File: config.mk
export PLATFORM = sky130hd
export DESIGN_NAME = game_round_controller
export DESIGN_NICKNAME = d
export VERILOG_FILES = /design/src/rtl/game_round_controller.sv
export SDC_FILE = /design/constraint.sdc
export NUM_CORES = 1
export LEC_CHECK = 0
export CELL_PAD_IN_SITES_DETAIL_PLACEMENT = 0
export CELL_PAD_IN_SITES_GLOBAL_PLACEMENT = 1
export CORE_MARGIN = 4
export CORE_UTILIZATION = 48
export DETAILED_ROUTE_END_ITERATION = 12
export GPL_TIMING_DRIVEN = 0
export PLACE_DENSITY = 0.81
export SLEW_MARGIN = 10
export SYNTH_ARGS = -nofsm -noshare
export SYNTH_HDL_FRONTEND = slang
export SYNTH_SLANG_ARGS = --single-unit
File: constraint.sdc
create_clock -name clock -period 4.3 [get_ports clock]
set_clock_uncertainty 0.15 [all_clocks]
set_input_delay 0.645 -clock clock [delete_from_list [all_inputs] [get_ports clock]]
set_output_delay 0.645 -clock clock [all_outputs]
set_load 0.1 [all_outputs]
File: src/rtl/game_round_controller.sv
// Round/lives/score/level controller for a small arcade game.
// Ports: clock, reset_n, start_key, round_won, round_lost in;
//   tick, round_start, level, lives, score, game_over, ctrl_state out.
module game_round_controller #(
  parameter int base_period = 67500,
  parameter int start_lives = 3,
  parameter int hold_ticks  = 100,
  parameter int max_level   = 7
) (
  input  logic       clock,
  input  logic       reset_n,
  input  logic       start_key,
  input  logic       round_won,
  input  logic       round_lost,
  output logic       tick,
  output logic       round_start,
  output logic [2:0] level,
  output logic [1:0] lives,
  output logic [7:0] score,
  output logic       game_over,
  output logic [1:0] ctrl_state
);

  typedef enum logic [1:0] {
    IDLE = 2'd0,
    PLAY = 2'd1,
    HOLD = 2'd2,
    OVER = 2'd3
  } state_t;

  localparam int PW =
    (base_period > 1) ? $clog2(base_period) : 1;
  localparam logic [PW-1:0] P_LAST = PW'(base_period - 1);

  state_t state, state_next;

  logic key_s1, key_s2, key_s3;
  logic press;

  logic [PW-1:0] pre_cnt;
  logic b;

  logic [2:0] div_cnt;
  logic [2:0] div_lim;
  logic active;
  logic changed;
  logic fire;

  logic [7:0] hold_cnt;

  logic load;
  logic win_ev;
  logic lose_ev;
  logic lvl_up;
  logic [7:0] score_inc;

  // key_s3 holds the previous synchronized level for edge detection.
  always_ff @(posedge clock or negedge reset_n) begin
    if (!reset_n) begin
      key_s1 <= 1'b0;
      key_s2 <= 1'b0;
      key_s3 <= 1'b0;
    end else begin
      key_s1 <= start_key;
      key_s2 <= key_s1;
      key_s3 <= key_s2;
    end
  end

  assign press = key_s2 & ~key_s3;

  always_ff @(posedge clock or negedge reset_n) begin
    if (!reset_n) begin
      pre_cnt <= '0;
    end else if (b) begin
      pre_cnt <= '0;
    end else begin
      pre_cnt <= pre_cnt + 1'b1;
    end
  end

  assign b = (pre_cnt == P_LAST);

  always_comb begin
    state_next = state;
    load       = 1'b0;
    win_ev     = 1'b0;
    lose_ev    = 1'b0;
    unique case (state)
      IDLE: begin
        if (press) begin
          state_next = PLAY;
          load       = 1'b1;
        end
      end
      PLAY: begin
        if (round_lost) begin
          state_next = HOLD;
          lose_ev    = 1'b1;
        end else if (round_won) begin
          state_next = HOLD;
          win_ev     = 1'b1;
        end
      end
      HOLD: begin
        if (tick && hold_cnt <= 8'd1) begin
          state_next = (lives == 2'd0) ? OVER : PLAY;
        end
      end
      OVER: begin
        if (press) begin
          state_next = PLAY;
          load       = 1'b1;
        end
      end
      default: state_next = IDLE;
    endcase
  end

  always_ff @(posedge clock or negedge reset_n) begin
    if (!reset_n) begin
      state <= IDLE;
    end else begin
      state <= state_next;
    end
  end

  always_comb begin
    score_inc = (score == 8'hFF) ? score : score + 8'd1;
    lvl_up    = win_ev && (score != 8'hFF) &&
                (score_inc[1:0] == 2'd0) &&
                (level < 3'(max_level));
  end

  // Speed divider: level L needs (8 - L) base strobes per tick.
  assign active  = (state == PLAY) || (state == HOLD);
  assign div_lim = 3'd7 - level;
  assign changed = (state_next != state) || lvl_up;
  assign fire    = active && b && (div_cnt == div_lim) && !changed;

  always_ff @(posedge clock or negedge reset_n) begin
    if (!reset_n) begin
      div_cnt <= 3'd0;
      tick    <= 1'b0;
    end else begin
      tick <= fire;
      if (changed || !active || fire) begin
        div_cnt <= 3'd0;
      end else if (b) begin
        div_cnt <= div_cnt + 3'd1;
      end
    end
  end

  always_ff @(posedge clock or negedge reset_n) begin
    if (!reset_n) begin
      hold_cnt <= 8'd0;
    end else if (state_next == HOLD && state != HOLD) begin
      hold_cnt <= 8'(hold_ticks);
    end else if (state == HOLD && tick && hold_cnt != 8'd0) begin
      hold_cnt <= hold_cnt - 8'd1;
    end
  end

  always_ff @(posedge clock or negedge reset_n) begin
    if (!reset_n) begin
      score <= 8'd0;
      level <= 3'd0;
      lives <= 2'(start_lives);
    end else if (load) begin
      score <= 8'd0;
      level <= 3'd0;
      lives <= 2'(start_lives);
    end else if (lose_ev) begin
      if (lives != 2'd0) begin
        lives <= lives - 2'd1;
      end
    end else if (win_ev) begin
      score <= score_inc;
      if (lvl_up) begin
        level <= level + 3'd1;
      end
    end
  end

  // Both flags appear in the same cycle as the state they describe.
  always_ff @(posedge clock or negedge reset_n) begin
    if (!reset_n) begin
      round_start <= 1'b0;
      game_over   <= 1'b0;
    end else begin
      round_start <= (state_next == PLAY) && (state != PLAY);
      game_over   <= (state_next == OVER);
    end
  end

  assign ctrl_state = state;

endmodule

### After elaboration in Yosys (flattened, before gate mapping)

Cells that the tools add are included.

| cells by class | value |
|---|---|
| bitwise operators | 2 |
| reductions and logical operators | 33 |
| magnitude comparators | 2 |
| eq/ne operators | 15 |
| muxes and demuxes | 29 |
| add/subtract/negate cells | 7 |

Operators by type and width:

| cell | number |
|---|---|
| 8-bit two-way mux | 6 |
| 3-bit two-way mux | 6 |
| 17-bit by 1-bit adder with 17-bit output, second input constant | 1 |
| 17-bit equality test, second input constant | 1 |
| 17-bit two-way mux | 1 |
| 2-bit two-way mux | 8 |
| 2-bit nonzero test | 7 |
| 1-bit logical AND | 11 |
| 8-bit by 1-bit adder with 8-bit output, second input constant | 1 |
| 2-bit equality test, second input constant | 4 |
| 8-bit equality test, second input constant | 1 |
| 8-bit by 1-bit less-or-equal comparator with 1-bit output, second input constant | 1 |
| 8-bit inequality test, second input constant | 1 |
| 8-bit nonzero test | 1 |
| 8-bit by 1-bit subtractor with 8-bit output, second input constant | 1 |
| 1-bit two-way mux | 7 |
| 3-bit by 1-bit adder with 3-bit output, second input constant | 2 |
| 2-bit logical NOT | 3 |
| 2-bit inequality test, second input constant | 3 |
| 2-bit case mux with 3 select lines | 1 |
| 3-bit AND reduction | 2 |
| 2-bit by 1-bit equality test with 1-bit output, second input constant | 2 |
| 1-bit logical OR | 4 |
| 2-bit AND reduction | 2 |
| 10 further kinds | 11 |

| storage, ports and cells | value |
|---|---|
| output and inout port bits | 18 |
| input bits | 5 |
| register bits after elaboration | 49 |
| word-level logic and storage cells | 102 |

### Longest topological paths before layout

| depth | value |
|---|---|
| depth after elaboration | 11 |
| mapped depth | 8 |
| depth with buffers taken out | 7 |

### Worst setup path before layout

No wires, ideal clock.

| timing path | value |
|---|---|
| path type | register to register |
| start point | register state[1] (netlist: ctrl_state[1]) |
| end point | register hold_cnt[0] |
| cell stages (with the launch flop) | 9 |
| setup slack | 1,041 ps |
| data required time | 4,017 ps |
| data arrival time | 2,976 ps |
| buffers on the path | 1 |
| clock period less this slack | 3,259 ps |
| library setup time | 133 ps |
| path through | dfrtp_1 inv_1 ha_1 clkbuf_1 nor4b_1 or3b_2 o32a_1 nor3_2 nor2_1 |

| on the way | value |
|---|---|
| word-level cells in the longest chain between the ends | 6 |
| elaborated cells on any way between the ends | 17 |
| classes of those cells | eq/ne: 5; mux: 6; reduce/logical: 6 |

RTL lines:

| item | RTL line | source |
|---|---|---|
| from (decl) | 35 | `state_t state, state_next;` |
| from (signal assigned) | 124 | `state <= state_next;` |
| 2-bit equality test, or another cell as far along | 89 | `unique case (state)` |
| 2-bit OR reduction (no line) or 2-bit two-way mux (tied branches) | n/a |  |
| 2-bit case mux with 3 select lines | 89 |  |
| 2-bit equality test | 158 | `end else if (state_next == HOLD && state != HOLD) begin` |
| 1-bit logical AND | 158 |  |
| 8-bit two-way mux or 2-bit nonzero test (tied branches) | n/a |  |
| to (signal assigned) | 159 | `hold_cnt <= 8'(hold_ticks);` |
| to (signal assigned) | 161 | `hold_cnt <= hold_cnt - 8'd1;` |
| to (decl) | 49 | `logic [7:0] hold_cnt;` |

Parallel ways exist; a longest one is shown, timed or not.
A chain may end at the register's enable or synchronous reset.

### Final worst setup path

| timing path | value |
|---|---|
| start point | register state[0] (netlist: ctrl_state[0]) |
| end point | output port ctrl_state[0] |

RTL lines:

| item | RTL line | source |
|---|---|---|
| to (decl) | 21 | `output logic [1:0] ctrl_state` |

No word-level cell between the ends.

==> results by group <==
Run status
  – Status: finished clean

Yosys
  – Synth area leaders: dfrtp_1 46%, xnor2_1 7.3%, ha_1 5.4%
  – Post-synthesis sequential element count: between 40 and 50
  – Synth Area per Inst: approximately 10 um2
  – Register area share after synthesis: 0.485
  – Yosys warns: 0
  – Syn Nets: around 270
  – Synth top area share: 0.464
  – EDFF count, synth: 0
  – Largest area contributor in the netlist: dfrtp_1
  – Async SR Flop Fraction: 1.00
  – Cell Area, Synth: 2530 um2
  – Distinct cell type count after synthesis: 46
  – Ys flop type: dfrtp_1
  – Syn Inst Count: 251

Setup path
  – CP arrival: ~2000 ps
  – Largest stage delay on the critical path: 1200 ps
  – CP delay by family, top: buffers and inverters
  – Worst path slowest cell: clkdlybuf4s50_1
  – Buf/Inv on CP: 1
  – Critical path class: flip-flop to output pin
  – Critical Path Source Type: flip-flop
  – CP Capture Type: output pin
  – CP Max Fanout: 9
  – Crit path cell chain: clkdlybuf4s50_1
  – Crit path required time: 3500 ps

Timing
  – Period minus WS final: 2830 ps
  – Hold_ws: slightly above 70 ps
  – Max Freq: 354 MHz
  – Least-Margin Pin Slew: roughly 1000 ps
  – Tcrit/Tclk final: 0.657
  – Setup Viol. Count Final: 0
  – Fin. max-slew vios: 0
  – RSZ-0062 raised after global routing: false
  – Slew HR: 0.349
  – Final Hold Violating Endpoints: 0
  – Final setup TNS: 0 ps

Clock network
  – CTS buffer count: 5
  – Number of H-tree levels: 2
  – Root Buffer: clkbuf_8
  – CTS sink cnt: a little under 50
  – Post-CTS Resized: 0
  – Post-CTS Hold Buffers: 0
  – TritonCTS clock tree: built
  – Worst skew pair latency: just over 300 ps
  – CTS max path bufs: 2
  – Postcts setup bufs: 0
  – Worst-path clk slew: 90 ps

Pwr
  – Net Switching: around 0.00056 W
  – Cell-internal power: 0.000786 W
  – Flop pwr share: 0.408
  – LEAKAGE: about 1.2 nW
  – Pwr/cell area: approximately 450 nW/um2
  – Comb pwr share: 0.374
  – Sw frac: 0.415
  – VDD IR max: 0.245 mV
  – Clock share of power: 0.217

GRT
  – Total gr overflow: 0
  – Global router's overall resource usage: 0.172
  – First-pass GRT wire length: a little under 9 mm
  – Vias in the first global route: roughly 1,900
  – Largest net degree at the start of global routing: 37
  – Initial antenna violation count: 0

Placement
  – Final Wtd Congestion: about 0.8
  – IO buf count: 22
  – Dpl hpwl: around 3.5 mm

Route
  – Via count: between 1,500 and 2,000
  – Antenna-violating nets left: 0
  – # DRC: 0
  – M1 WL: between 2 and 2.5 mm
  – Via density per instance: 5.25
  – Uppermost layer routed: met4
  – TritonRoute pass-1 iters: 4
  – 1st-iter DRT viols: around 110
  – Wirelength per Cell: 13.8 um
  – Final WL: roughly 4.8 mm
  – Routed length on met2: between 2 and 2.5 mm
  – Met3 WL: between 150 and 200 um

Die
  – Rows: 26
  – Starting density of the core: 0.496
  – Core Box Area: just over 5000 um2
  – Die Y: 80.6 um
  – Die X: about 80 um
  – I/O pin count: 23
  – Die ar.: between 6000 and 7000 um2

Final layout
  – Synth-to-Final Area Change: 16.7%
  – Most frequent cells in the layout: 47 x dfrtp_1, 34 x nor2_1, 21 x xnor2_1, 21 x clkdlybuf4s50_1, 15 x nand3_1
  – Util after Layout: 0.578
  – N_diodes: 0
  – Number of nets in the layout: slightly below 300
  – Commonest non-fill, non-tap cell in the layout: dfrtp_1
  – Share of cells above drive strength 1: 0.0709

Job
  – Max-cap viol count: 0

Min path
  – Hold Crit Class: input port to async pin
## cells in the mapped netlist (2+ instances only)
cell	instances
dfrtp_1	47
nor2_1	34
xnor2_1	21
nand3_1	15
inv_1	14
nand2_1	13
nor3_1	12
ha_1	11
xor2_1	11
a21oi_1	5
nand4_1	5
o21ai_0	5
clkbuf_1	4
mux2i_1	4
nand2b_1	4
and3_1	3
nor2b_1	3
or3_1	3
a2111oi_0	2
a211oi_1	2
a31oi_1	2
and2_1	2
dfstp_2	2
nand3b_1	2
nor3b_1	2
nor4_1	2
nor4b_1	2
## power groups by stage
stage	sequential [W]	clock [W]	combinational [W]
global route	0.000555	0.000326	0.000550
finish	0.000549	0.000292	0.000503
CTS	0.000548	0.000306	0.000508
floorplan	0.000716	0	0.000219
global placement	0.000555	0	0.000499
detailed placement	0.000557	0	0.000504
## state kept, by name, indices dropped and copies added (netlist names)
| register | flops |
|---|---|
| tick | 1 |
| pre_cnt | 17 |
| score | 8 |
| ctrl_state | 2 |
| game_over | 1 |
| lives | 2 |
| hold_cnt | 8 |
| key_s2 | 1 |
| key_s3 | 1 |
| level | 3 |
| key_s1 | 1 |
| div_cnt | 3 |
| round_start | 1 |
## final timing paths
check | from | endpoint | slack (ps) | cells after the start
max in group asynchronous | reset_n | pre_cnt[14] | 3440 | 2
worst max register to register | ctrl_state[1] | hold_cnt[2] | 1480 | 8
min in group clock | key_s1 | key_s2 | 220 | 0
worst min-delay path | reset_n | score[3] | 70 | 1
worst min register to register | key_s1 | key_s2 | 220 | 0
worst max-delay path | ctrl_state[0] | ctrl_state[0] | 1470 | 1
## cell type report
type	instances	area, um2
Fill cell	472	2150
Multi-Input combinational cell	184	1240
Sequential cell	49	1230
Timing Repair Buffer	23	235
Tap cell	70	87.6
Clock buffer	6	82.6
Inverter	14	52.6
Clock inverter	2	16.3
Buffer	4	15.0
## kinds of logic after synthesis
family,after synthesis,share of synthesized area
buffers and inverters,18,0.0267
xor gates and xnor gates,32,0.111
muxes,4,0.0158
and+or+nand+nor,112,0.236
AOI/OAI and AO/OA,25,0.0716
DFF,49,0.485
adders and majority gates,11,0.0543
## metrics by stage
stage          power, W  cell area [um2]  setup slack, ps  cells
6_report        0.00134             2950             1470    352
4_1_cts         0.00136             2950             1460    352
3_5_place_dp    0.00106             2860             1330    344
3_3_place_gp    0.00105             2840             1050    343
2_1_floorplan  0.000935             2530             1040    251
5_1_grt         0.00143             2950             1240    352
## routing by layer
layer	global-route usage	vias to the layer above
li1	-	933
met1	0.222	880
met2	0.286	30
met3	0.0348	5
met4	0.0608	0
met5	0	-
Note: power is estimated with default switching activity, not from simulation.
